$ cat src/rtl/delay_lap_calib.sv
// Measures ref-to-dly sync edge latency in clk cycles and publishes it once
// LOCK_COUNT consecutive measurements agree.
module delay_lap_calib #(
    parameter int unsigned MAX_DELAY_LAPS = 640,
    parameter int unsigned LAP_W          = 10,
    parameter int unsigned LOCK_COUNT     = 4
) (
    input  logic             clk,
    input  logic             rst,
    input  logic             i_start,
    input  logic             i_ref_sync,
    input  logic             i_dly_sync,
    output logic [LAP_W-1:0] o_delaylap,
    output logic             o_locked,
    output logic             o_busy,
    output logic             o_err_tmo
);

    localparam int unsigned CNT_W = LAP_W + 1;
    localparam int unsigned MC_W  = $clog2(LOCK_COUNT + 1);

    typedef enum logic [1:0] {IDLE, ARM, COUNT, EVAL} state_t;

    state_t           state;
    logic             ref_q;
    logic             ref_p;
    logic             dly_q;
    logic             dly_p;
    logic             ref_rise;
    logic             dly_rise;
    logic [CNT_W-1:0] cnt;
    logic [LAP_W-1:0] m_q;
    logic [LAP_W-1:0] prev_m;
    logic [MC_W-1:0]  match_cnt;
    logic [MC_W-1:0]  match_nxt;

    // Identical register stages on both paths keep the relative delay exact.
    assign ref_rise = ref_q & ~ref_p;
    assign dly_rise = dly_q & ~dly_p;
    assign o_busy   = (state != IDLE);

    // Length of the run of equal measurements including the one in m_q.
    always_comb begin
        match_nxt = MC_W'(1);
        if (match_cnt != '0 && m_q == prev_m) begin
            match_nxt = match_cnt + MC_W'(1);
        end
    end

    always_ff @(posedge clk) begin
        if (rst) begin
            state      <= IDLE;
            ref_q      <= 1'b0;
            ref_p      <= 1'b0;
            dly_q      <= 1'b0;
            dly_p      <= 1'b0;
            cnt        <= '0;
            m_q        <= '0;
            prev_m     <= '0;
            match_cnt  <= '0;
            o_delaylap <= '0;
            o_locked   <= 1'b0;
            o_err_tmo  <= 1'b0;
        end else begin
            ref_q <= i_ref_sync;
            ref_p <= ref_q;
            dly_q <= i_dly_sync;
            dly_p <= dly_q;

            case (state)
                IDLE: begin
                    if (i_start) begin
                        o_locked  <= 1'b0;
                        o_err_tmo <= 1'b0;
                        match_cnt <= '0;
                        state     <= ARM;
                    end
                end
                ARM: begin
                    if (ref_rise && dly_rise) begin
                        m_q   <= '0;
                        state <= EVAL;
                    end else if (ref_rise) begin
                        cnt   <= CNT_W'(1);
                        state <= COUNT;
                    end
                end
                COUNT: begin
                    // A dly edge on the last legal cycle still counts as a measurement.
                    if (dly_rise) begin
                        m_q   <= LAP_W'(cnt);
                        state <= EVAL;
                    end else if (cnt == CNT_W'(MAX_DELAY_LAPS)) begin
                        o_err_tmo <= 1'b1;
                        state     <= IDLE;
                    end else begin
                        cnt <= cnt + CNT_W'(1);
                    end
                end
                EVAL: begin
                    prev_m    <= m_q;
                    match_cnt <= match_nxt;
                    if (match_nxt >= MC_W'(LOCK_COUNT)) begin
                        o_delaylap <= m_q;
                        o_locked   <= 1'b1;
                        state      <= IDLE;
                    end else begin
                        state <= ARM;
                    end
                end
                default: state <= IDLE;
            endcase
        end
    end

endmodule

$ cat config.mk
export PLATFORM = sky130hd
export DESIGN_NAME = delay_lap_calib
export DESIGN_NICKNAME = d
export VERILOG_FILES = /design/src/rtl/delay_lap_calib.sv
export SDC_FILE = /design/constraint.sdc
export NUM_CORES = 1
export LEC_CHECK = 0
export ABC_AREA = 1
export ABC_CLOCK_PERIOD_IN_PS = 3000
export CAP_MARGIN = 20
export CORE_MARGIN = 8
export CORE_UTILIZATION = 45
export CTS_BUF_LIST = sky130_fd_sc_hd__clkbuf_4
export CTS_CLUSTER_DIAMETER = 100
export DETAILED_ROUTE_END_ITERATION = 8
export DONT_BUFFER_PORTS = 1
export PLACE_DENSITY = 0.68
export SLEW_MARGIN = 10
export SYNTH_ARGS = -nofsm -noshare
export SYNTH_HDL_FRONTEND = slang
export SYNTH_SLANG_ARGS = --single-unit
$ cat constraint.sdc
create_clock -name clk -period 3 [get_ports clk]
set_input_delay 0.45 -clock clk [delete_from_list [all_inputs] [get_ports clk]]
set_output_delay 0.45 -clock clk [all_outputs]
set_load 0.005 [all_outputs]
[Yosys cells after proc, flatten, opt, wreduce, memory -nomap -nowiden]
Cells that the tools add are included.
Operators by class
  add/sub/neg operators: 2
  magnitude comparators: 1
  eq/ne operators: 16
  multiplexer cells: 24
  bitwise logic cells: 4
  reduce and logical (&&, ||, !) cells: 15
Operator list (count)
  $mux W11: 4
  $pmux W11 S2: 1
  $mux W10: 2
  $pmux W10 S2: 1
  $ne A2 B2 Y1 const B: 9
  $add A11 B1 Y11 const B: 1
  $eq A11 B10 Y1 const B: 1
  $eq A10 B10 Y1: 1
  $mux W2: 5
  $reduce_and A3 Y1: 3
  $pmux W2 S4: 1
  $reduce_bool A2 Y1: 4
  $mux W3: 2
  $ne A3 B3 Y1 const B: 2
  $pmux W3 S2: 1
  $mux W1: 5
  $reduce_and A5 Y1: 1
  $eq A2 B2 Y1 const B: 2
  $pmux W1 S2: 2
  $reduce_and A2 Y1: 2
  $reduce_and A4 Y1: 1
  $add A3 B1 Y3 const B: 1
  $ge A3 B3 Y1 const B: 1
  $reduce_bool A3 Y1: 1
  other kinds (5): 8
Word-level totals
  register bits after elaboration: 52
  input bits: 5
  output and inout bits: 13
  logic and storage cells: 74

[Logic depth before layout (Yosys ltp)]
  word-level depth: 6
  mapped depth: 12

[Worst setup path after synthesis]
OpenSTA, ideal clock, no wires.
  path type: register to register
  start point: reg match_cnt[0]
  end point: reg o_delaylap[0]
  setup time: 0.128 ns
  arrival: 1.358 ns
  data required time: 2.872 ns
  path slack: 1.515 ns
  stages on the path, launching flop included: 12
  path buffers: 1
  path through: dfxtp_1 > inv_1 > ha_1 > nand2_1 > nand2_1 > nor2_1 > nand2_1 > nor2_2 > nand4_2 > clkbuf_8 > a21oi_1 > nor2_1
On the way
  cells in the longest elaborated chain, start to end: 5
  elaborated cells on any way between the ends: 6
Ends and longest elaborated chain
  start, declared: line 34  | logic [MC_W-1:0] match_cnt;
  start signal, assigned: line 102  | match_cnt <= match_nxt;
  branches (longest 2 deep; another with $add A3 B1 Y3)
  $mux W3 *: line 45  | if (match_cnt != '0 && m_q == prev_m) begin
  $ge A3 B3 Y1 *: line 103  | if (match_nxt >= MC_W'(LOCK_COUNT)) begin
  $reduce_and A2 Y1 (no line) *
  end signal, assigned: line 104  | o_delaylap <= m_q;
  end, declared: line 13  | output logic [LAP_W-1:0] o_delaylap,
Mark *: on every way between the ends.
A chain may end at the register's enable or synchronous reset.

[Final worst setup path]
  start point: reg state[0]
  end point: reg m_q[9]
On the way
  cells in the longest elaborated chain, start to end: 3
  elaborated cells on any way between the ends: 7
Ends and longest elaborated chain
  start, declared: line 24  | state_t state;
  start signal, assigned: line 52  | state <= IDLE;
  start signal, assigned: line 76  | state <= ARM;
  start signal, assigned: line 82  | state <= EVAL;
  $eq A2 B1 Y1 / $eq A2 B2 Y1 (equally long branches): line 70  | case (state)
  $ne A2 B2 Y1 (no line) / $reduce_bool A2 Y1 (equally long branches)
  $reduce_and A3 Y1 (no line)
  end signal, assigned: line 91  | m_q <= LAP_W'(cnt);
  end, declared: line 32  | logic [LAP_W-1:0] m_q;
Parallel ways exist; a longest one is shown, timed or not.

==> flow_summary.toml <==
[run_status]
run_status = "complete, no violations"

[pwr]
power.density_mw_per_mm2 = 669.5
power.share.clock_pct = 19.7
power_frac_seq_pct = 48.0
power.share.combinational_pct = 32.3
sum_of_internal_switching_and_leakage_power_mw = 1.702
cellLeakagePower_nw = 0.9883
switching_power_mw = 0.6620
vdd.ir_drop.worst_uv = 293.8
netSwitchingFraction_pct = 38.90
cell_internal_pwr_mw = 1.040

[synthesis]
post_synth_instance_area_sq_mm = 0.002462
synth.lib_cells_used.distinct = 30
synth.area.top_cells = "sky130_fd_sc_hd__dfxtp_1, sky130_fd_sc_hd__nand2_1, sky130_fd_sc_hd__a21oi_1"
ys_seq_area_share_pct = 42.28
synthArstFlopShare_pct = 0
synth_fp_nets = 356
yosysWarningCount = 0
netlist_instances = 343
yosys_most_used_dff = "sky130_fd_sc_hd__dfxtp_1"
synth.ff_latch_count = 52
postSynthAreaPerCell_sq_um = 7.179
synth_edf_count = 0
yosys.area.top_type = "sky130_fd_sc_hd__dfxtp_1"
yosys.area.top_type_share_pct = 42.28

[grt]
grt.overflow.total = 0
grt_usage_pct = 12.31
antenna_found_initial = 0
pin_count_of_the_biggest_net_entering_global_routing = 35
grt_pass1_vias = 1878
grt_first_pass_wirelength_microns = 8500

[min_path]
min_delay_worst_endpoint = "o_delaylap[6]"
holdCritStartpoint = "rst"
min_path_cells = 1
hold_path_class = "input pin to register"

[layout]
final-seq-area_sq_mm = 0.001041
stdcell_area_sq_mm = 0.002542
final_stage_net_count = 350
drive_above_1_share_pct = 5.917
antenna-diode-count = 0
final_core_utilization_pct = 47.04
multi_input_comb_area_sq_mm = 0.001160
fillerInstances = 570
area_growth_pct = 3.252

[worst_setup_path]
regToRegSetupSlack_ps = 940
arrival_ps = 2370
worst_setup_path_start_kind = "register"
cp.required_ps = 3310
worst_reg2reg_endpoint = "m_q[9]"
r2r_cells = 7
critical_path_peak_fanout = 22
reg2reg_from = "state[0]"
critical_path.startpoint = "state[0]"
criticalPathCategory = "register to register"
worst_setup_path_end_kind = "register"

[detailed_routing]
final_antenna_net_count = 0
drt_via_density = 4.956
wl_per_cell_microns = 11.81
detail_route.wirelength_microns = 4842
detail_route.drc_violations = 0
drt-pass1-iter-count = 4
detail_route.iter0.violations = 100
via_count = 2032

[run]
maxCapViolCount = 0

[clock_tree]
cts_post_setup_buffers_inserted = 0
cts_tree = "yes"
clkSinkCount = 52
clk_latency_ps = 380
clkTransAtPathRegs_ps = 170
root_buffer = "sky130_fd_sc_hd__clkbuf_4"
post_cts.resized_instances = 0
holdBufCountCts = 0
max-clock-path-buffers = 2
tritoncts.num_buffers = 5
htree_levels = 2

[timing]
hold_viol_final = 0
clock-skew-final_ps = 16.55
timing_max_transition_violations_final = 0
grt_setup_unrepaired = "no"
max_freq_mhz = 486.2
setup_tns_ps = 0
final_setup_violations = 0
max_slew.worst_pin.slew_ps = 625.3
slew_headroom_pct = 58.20
post_layout_minimum_cycle_time_ps = 2057
portion_of_the_clock_cycle_consumed_by_the_worst_path_in_the_final_layout_pct = 68.56

[place]
dpl_cell_area_sq_mm = 0.002479
count_of_input_and_output_buffers = 0
post-dp-hpwl_microns = 3416
finalWeightedCongestion = 0.7996

[floorplan]
die_width_microns = 89.97
pin_count = 18
fp.dieH_microns = 89.97
placeableCoreArea_sq_mm = 0.005405
design.die.area_sq_mm = 0.008095
floorplan.rows = 27
starting_density_pct = 45.56
[critical path, stage by stage, from the launching register on]
cell,delay [ps]
sky130_fd_sc_hd__dfxtp_1,390
sky130_fd_sc_hd__inv_1,90
sky130_fd_sc_hd__ha_1,200
sky130_fd_sc_hd__buf_4,200
sky130_fd_sc_hd__o21ai_1,190
sky130_fd_sc_hd__nand3_1,460
sky130_fd_sc_hd__nand3b_1,350
sky130_fd_sc_hd__a21oi_1,120
[cell usage after synthesis (4+ instances only)]
cell type and n:
sky130_fd_sc_hd__clkbuf_1 7, sky130_fd_sc_hd__a21oi_1 40, sky130_fd_sc_hd__nor2_1 45, sky130_fd_sc_hd__nand2_1 64, sky130_fd_sc_hd__nor2_2 4, sky130_fd_sc_hd__nor3_1 6
sky130_fd_sc_hd__a211oi_1 12, sky130_fd_sc_hd__o21ai_0 15, sky130_fd_sc_hd__nand4_1 8, sky130_fd_sc_hd__dfxtp_1 52, sky130_fd_sc_hd__inv_1 45, sky130_fd_sc_hd__nand3_1 11
sky130_fd_sc_hd__ha_1 8
[cell usage in the layout, fill, tap and decap left out, types with 2 or more instances in the layout]
cell                       Yosys  routed
sky130_fd_sc_hd__inv_2         3       3
sky130_fd_sc_hd__a211oi_1     12      12
sky130_fd_sc_hd__clkinv_4      0       2
sky130_fd_sc_hd__nand4_1       8       8
sky130_fd_sc_hd__dfxtp_1      52      52
sky130_fd_sc_hd__xnor2_1       3       3
sky130_fd_sc_hd__nand2_1      64      64
sky130_fd_sc_hd__clkbuf_4      0       5
sky130_fd_sc_hd__a21oi_1      40      40
sky130_fd_sc_hd__nor2_2        4       4
sky130_fd_sc_hd__nor2_1       45      45
sky130_fd_sc_hd__ha_1          8       8
sky130_fd_sc_hd__nand3_1      11      11
sky130_fd_sc_hd__inv_1        45      45
sky130_fd_sc_hd__nor3_1        6       6
sky130_fd_sc_hd__o21ai_1       3       3
sky130_fd_sc_hd__o21ai_0      15      15
[sequential cells by signal (all words and copies together) (netlist names)]
| register | cells |
|---|---|
| o_delaylap | 10 |
| ref_q | 1 |
| o_err_tmo | 1 |
| dly_q | 1 |
| ref_p | 1 |
| prev_m | 10 |
| state | 2 |
| m_q | 10 |
| dly_p | 1 |
| o_locked | 1 |
| match_cnt | 3 |
| cnt | 11 |
[worst max-delay path by stage]
stage / end / slack [ps] / depth (start not counted)
2_1_floorplan: o_delaylap[0] / 1510 / 11
3_3_place_gp: m_q[0] / 1080 / 7
3_5_place_dp: m_q[9] / 980 / 7
4_1_cts: m_q[9] / 940 / 7
5_1_grt: m_q[9] / 750 / 7
6_report: m_q[9] / 940 / 7
[stage by stage]
stage / hold slack [ps] / setup WS (ps) / cells
2_1_floorplan: 426.3 / 1515 / 343
3_3_place_gp: 435.3 / 1084 / 402
3_5_place_dp: 440.7 / 984.7 / 402
4_1_cts: 99.66 / 935.9 / 410
5_1_grt: 76.38 / 752.1 / 410
6_report: 119.6 / 943.3 / 410
[area by class of cell]
cell class	count	area share (%)
multi-input cells	229	45.62
repair buffers	1	0.2953
flip-flops and latches	52	40.94
well taps	72	3.543
inverters	48	7.087
clock buffers	5	1.476
clock inverters	3	1.033
[routing by layer]
layer / up-vias / routed length [microns] / global-route usage [%] / part of all wire (%)
met3: 5 / 215 / 3.741 / 4.4
met1: 905 / 2416 / 15.42 / 50
li1: 1090 / - / - / -
met5: - / 0 / 0 / 0
met2: 32 / 2160 / 19.69 / 45
met4: 0 / 49 / 3.883 / 1.0
[power groups by stage]
stage	clock, mW	combinational (mW)	sequential, mW
3_3_place_gp	0	0.546	0.830
4_1_cts	0.351	0.555	0.816
3_5_place_dp	0	0.551	0.832
5_1_grt	0.381	0.630	0.825
6_report	0.336	0.550	0.816
2_1_floorplan	0	0.478	0.820
[cells by family (layout without fill, tap and decap cells)]
kind of cell | after synthesis | count (layout) | share of synthesized area (%)
and+or+nand+nor | 144 | 144 | 25.20
DFF | 52 | 52 | 42.28
adders and majority gates | 8 | 8 | 4.065
AOI/OAI and AO/OA | 73 | 73 | 16.41
xor gates and xnor gates | 4 | 4 | 1.423
buffers and inverters | 62 | 57 | 10.62
(Power assumes the default switching activity.)
